<file path="src/rtl/dmem_arbiter.sv">
// Two-port arbiter/sequencer for the single-port data memory. Port 0 has fixed
// priority; port 1 is forced through after STARVE_LIMIT consecutive lost conflicts.
module dmem_arbiter #(
  parameter int STARVE_LIMIT = 4
) (
  input  logic        clk,
  input  logic        rst,
  input  logic        p0_req,
  input  logic [31:0] p0_addr,
  input  logic [31:0] p0_wdata,
  input  logic [3:0]  p0_mask,
  output logic        p0_gnt,
  output logic        p0_rvalid,
  output logic [31:0] p0_rdata,
  input  logic        p1_req,
  input  logic [31:0] p1_addr,
  input  logic [31:0] p1_wdata,
  input  logic [3:0]  p1_mask,
  output logic        p1_gnt,
  output logic        p1_rvalid,
  output logic [31:0] p1_rdata,
  output logic [31:0] mem_addr,
  output logic [31:0] mem_sdata,
  output logic [3:0]  mem_mask,
  output logic        mem_lenable,
  input  logic [31:0] mem_ldata
);
  localparam int NP = 2;

  logic [NP-1:0]       req, gnt, is_rd, rvalid;
  logic [NP-1:0][31:0] addr, wdata;
  logic [NP-1:0][3:0]  mask;
  logic [7:0]          starve_cnt;
  logic                starved, rsel_valid, rsel_port;

  assign req   = {p1_req, p0_req};
  assign addr  = {p1_addr, p0_addr};
  assign wdata = {p1_wdata, p0_wdata};
  assign mask  = {p1_mask, p0_mask};

  assign starved = (starve_cnt >= 8'(STARVE_LIMIT));
  // Grants are masked by rst so nothing reaches the memory while held in reset.
  assign gnt[0]  = rst & req[0] & ~(req[1] & starved);
  assign gnt[1]  = rst & req[1] & ~gnt[0];

  for (genvar i = 0; i < NP; i++) begin : g_port
    assign is_rd[i]  = (mask[i] == 4'b0000);
    // A read granted just before reset asserts is dropped, not delivered late.
    assign rvalid[i] = rst & rsel_valid & (rsel_port == 1'(i));
  end

  assign p0_gnt    = gnt[0];
  assign p1_gnt    = gnt[1];
  assign p0_rvalid = rvalid[0];
  assign p1_rvalid = rvalid[1];
  assign p0_rdata  = mem_ldata;
  assign p1_rdata  = mem_ldata;

  always_comb begin
    mem_addr    = '0;
    mem_sdata   = '0;
    mem_mask    = '0;
    mem_lenable = 1'b0;
    for (int i = 0; i < NP; i++) begin
      if (gnt[i]) begin
        mem_addr    = addr[i];
        mem_sdata   = wdata[i];
        mem_mask    = mask[i];
        mem_lenable = is_rd[i];
      end
    end
  end

  always_ff @(posedge clk) begin
    if (!rst) begin
      starve_cnt <= '0;
      rsel_valid <= 1'b0;
      rsel_port  <= 1'b0;
    end else begin
      if (req[1] && !gnt[1]) begin
        if (starve_cnt != 8'hFF) starve_cnt <= starve_cnt + 8'd1;
      end else begin
        starve_cnt <= '0;
      end
      rsel_valid <= |(gnt & is_rd);
      rsel_port  <= gnt[1];
    end
  end

endmodule
</file>
<file path="config.mk">
export PLATFORM = sky130hd
export DESIGN_NAME = dmem_arbiter
export DESIGN_NICKNAME = d
export VERILOG_FILES = /design/src/rtl/dmem_arbiter.sv
export SDC_FILE = /design/constraint.sdc
export NUM_CORES = 1
export LEC_CHECK = 0
export CAP_MARGIN = 25
export CORE_AREA = 3 3 117 119
export CTS_CLUSTER_SIZE = 40
export DETAILED_ROUTE_END_ITERATION = 16
export DIE_AREA = 0 0 120 122
export GPL_TIMING_DRIVEN = 0
export PLACE_DENSITY = 0.66
export SETUP_SLACK_MARGIN = 0.15
export SLEW_MARGIN = 20
export SYNTH_ARGS = -nofsm -noshare
export SYNTH_HDL_FRONTEND = slang
export SYNTH_SLANG_ARGS = --single-unit
</file>
<file path="constraint.sdc">
create_clock -name clk -period 2.3 [get_ports clk]
set_clock_uncertainty 0.05 [all_clocks]
set_input_delay 0.46 -clock clk [delete_from_list [all_inputs] [get_ports clk]]
set_output_delay 0.46 -clock clk [all_outputs]
set_load 0.005 [all_outputs]
</file>
# Word-level counts from Yosys, hierarchy flattened

Cells that the tools add are included.
Widths: inputs -> output; s select.

Add/sub/neg operators: 1
$lt $le $gt $ge: 1
Equality and inequality tests: 1
Muxes and demuxes: 8
Bitwise gates (word level): 12
Reductions and logical operators: 6

Operators by type and width:

| operator            | count |
|---|---|
| $mux 32             | 4 |
| $add 8x1->8 const B | 1 |
| $and 1x1->1         | 8 |
| $ge 8x3->1 const B  | 1 |
| $logic_not 4->1     | 2 |
| $mux 4              | 2 |
| $ne 8x8->1 const B  | 1 |
| $not 1->1           | 3 |
| $and 2x2->2         | 1 |
| $mux 1              | 2 |
| $reduce_and 2->1    | 1 |
| $reduce_or 2->1     | 1 |
| $logic_and 1x1->1   | 1 |
| $logic_not 1->1     | 1 |

Flip-flop bits (word level): 10

# Logic depth before layout (Yosys ltp)

Word-level depth: 9
Mapped depth: 5

# Least setup slack after synthesis

Ideal clock, no wire load.

Kind: input to output
From: input p0_req
To: output mem_addr[24]
Data arrival time: 1342 ps
Data required time: 1790 ps
Setup slack: 448 ps
Stages: 5
Cell sequence: and3b_1 -> a41o_1 -> buf_4 -> buf_4 -> a22o_1

Longest elaborated chain between the ends: 5

RTL lines:

| what                         | RTL line | text |
|---|---|---|
| start: declaration           | 8        | `input logic p0_req,` |
| $and 1x1->1 (*) (2 in a row) | 43       | `assign gnt[0] = rst & req[0] & ~(req[1] & starved);` |
| named net p0_gnt             | 12       | `output logic p0_gnt,` |
| $not 1->1                    | 44       | `assign gnt[1] = rst & req[1] & ~gnt[0];` |
| $and 1x1->1                  | 44       |  |
| $mux 32 (*)                  | 65       | `if (gnt[i]) begin` |
| end: declaration             | 22       | `output logic [31:0] mem_addr,` |

Mark *: on every way through the listed nets, which the timed path passes. The rest lies on a longest branch.

# Worst setup path after layout

From: register starve_cnt[7]
To: output mem_sdata[26]

Longest elaborated chain between the ends: 7

RTL lines:

| what                     | RTL line | text |
|---|---|---|
| start: declaration       | 33       | `logic [7:0] starve_cnt;` |
| start signal: assignment | 81       | `if (starve_cnt != 8'hFF) starve_cnt <= starve_cnt + 8'd1;` |
| $ge 8x3->1 (*)           | 41       | `assign starved = (starve_cnt >= 8'(STARVE_LIMIT));` |
| $and 1x1->1 (*)          | 43       |  |
| $not 1->1 (*)            | 43       |  |
| $and 1x1->1 (*)          | 43       |  |
| $not 1->1                | 44       |  |
| $and 1x1->1              | 44       |  |
| $mux 32 (*)              | 65       |  |
| end: declaration         | 23       | `output logic [31:0] mem_sdata,` |

Mark *: on every way between the ends. The rest lies on a longest branch, timed or not.

==> metrics <==
status finished, violations left; violated checks setup timing; crit end category primary output; total CTS buffers 3; Via density 3.982; Power Density 271.8 mW/mm2; Design Area, Final 0.004738 mm2; max frequency 0.4190 GHz; via count 2640; final core occ a little under two fifths; most frequent cells after synthesis buf_4 (72), a22o_1 (70), dfxtp_1 (10), clkbuf_1 (7); GP Congestion 0.7471; Max Cap Viol 0; Final period util 103.8%; Seq/Total Area, Yosys 12.64%; HP Class in2reg; Routed WL 10650 um; post-synth top area cell a22o_1; Port Buffers 276; clock-pin slew on the worst setup and hold paths 40 ps; peak fanout along the critical path 7; I/O pin cnt 309; Die ar. 0.01464 mm2; Final ANT Viol Nets 0; Hold Vio Cnt, Final 0; first-pass GRT wire length ~15000 um; fin crit period 2387 ps; Setup CP Type reg2out; Synthesis Warnings 0; Hold Buf Count CTS 0; largest net degree at the start of global routing 11; fin. max-slew vios 0; Yosys reg bits 10; number of synthesized flops with an enable pin 0; initial antenna violation count 0; Synth async-reset ratio 0%; Area after DPL 0.004577 mm2; starting density of the core 12.50%; Leak 2.186 nW; main area contributors after synthesis a22o_1 (39%), buf_4 (34%), dfxtp_1 (13%); Distinct cells, synth 22; ys flop type dfxtp_1; nets@finish 665; synthesized area per cell around 8.3 um2; clk sink count 10; Synth Cell Area 0.001584 mm2; post-synth top area share between 30 and 40%; RSZ-0062 raised after global routing yes; Worst-Skew Late Latency 240 ps; Max VDD drop 0.0001472 V; post-DP HPWL 9182 um; setup violators final 44; # rows approximately 40; DIE WIDTH 120 um; DR iter-0 viols 69; DR pass1 iterations 4; top-count cell post-synth buf_4; synth-to-layout area growth 199.1%; DRC errors left 0; Startpoint Class flop; core area 0.01267 mm2; total chip power 1.288 mW; Critical Path RT ~1800 ps; WP data arrival 1880 ps; Post-Synthesis Cells 190; Max clock buf depth 2; GRT Overall Usage 12.74%; Root Buffer clkbuf_16; CTS tree done; routed length per instance 16.06 um; vias in the first global route between 2000 and 3000; CTS H-tree lvls 1; setup ws final -86.91 ps; layout cells sized above 1 between 30% and 40%; DP Worst Slack -1167 ps; gr ovfl total 0; Die Y-Extent approximately 120 um
-- routing by layer --
metal | part of all wire (%) | up-vias | track usage (%)
met5 | 0 | - | 0
met4 | 1.6 | 0 | 3.508
met3 | 9.8 | 15 | 3.853
met2 | 53 | 155 | 23.71
met1 | 36 | 1212 | 14.00
li1 | - | 1258 | -
-- path summary, 6_finish.rpt --
path	cells past startpoint	start	end	slack [ps]
min reg2reg	2	starve_cnt[1]	starve_cnt[1]	460
min	2	p0_req	rsel_port	380
max	8	starve_cnt[7]	mem_sdata[26]	-90
max reg2reg	6	starve_cnt[5]	rsel_valid	770
-- cell usage in the layout (no fill, tap or decap), drive strengths merged --
cell and count:
a21oi 2, a22o 70, a31oi 2, a41o 1, and3 3, and3b 1, and4 1, buf 145
clkbuf 18, clkdlybuf4s15 4, clkdlybuf4s50 202, conb 5, dfxtp 10, diode 1, dlygate4sd2 6, ha 2
inv 3, nand2 2, nand3 3, nand4 1, nor2 3, nor3 2, nor4 3, o21ai 1
-- timing repair --
| action | CTS | global route |
|---|---|---|
| gates cloned | 4 | 0 |
| endpoints found under the setup margin | 73 | 71 |
| pin swaps | 12 | 5 |
| gates resized for setup | 292 | 27 |
| setup buffers | 8 | 4 |
-- report_power, final --
| part | internal [mW] | total, mW | switching (mW) |
|---|---|---|---|
| clock | 0.261 | 0.344 | 0.0824 |
| sequential | 0.181 | 0.186 | 0.00539 |
| combinational | 0.543 | 0.758 | 0.214 |
| total | 0.986 | 1.29 | 0.302 |
-- state kept, by name, summed over array words and instances (netlist names) --
signal	flops
starve_cnt	8
rsel_valid	1
rsel_port	1
-- through the flow --
stage / instances / hold WS [ps] / TNS (ps)
after global placement: 642 / 428.1 / -73120
after CTS: 658 / 378.2 / -2989
final: 663 / 379.2 / -2202
after detailed placement: 642 / 454.1 / -73490
after global routing: 662 / 399.1 / -7258
after floorplan: 194 / 410.3 / 0
-- area by class of cell --
class	instances	area [um2]
inverter	3	11.26
tap	172	215.2
timing repair buffer	292	2669
buffer	79	714.4
sequential	10	203.9
multi-input combinational	102	833.3
antenna	1	2.502
fill	1330	7933
clock buffer	4	88.84
-- cells by family (layout without fill, tap and decap cells) --
family                   Yosys count  count (layout)  synth area share, %
AO/OA/AOI/OAI                     76              76                41.47
flip-flops                        10              10                12.64
buffers and inverters             82             378                36.49
AND/OR/NAND/NOR                   19              19                7.583
other                              1               6               0.2367
adder cells (fa/ha/maj)            2               2                1.580
-- critical path, stage by stage, from the launching register on --
cell	delay, ps
dfxtp_2	330
nor4_4	290
buf_4	170
a31oi_4	80
buf_12	160
buf_4	140
clkbuf_8	140
a22o_1	200
buf_2	130
Power figures use the tool's default switching activity.
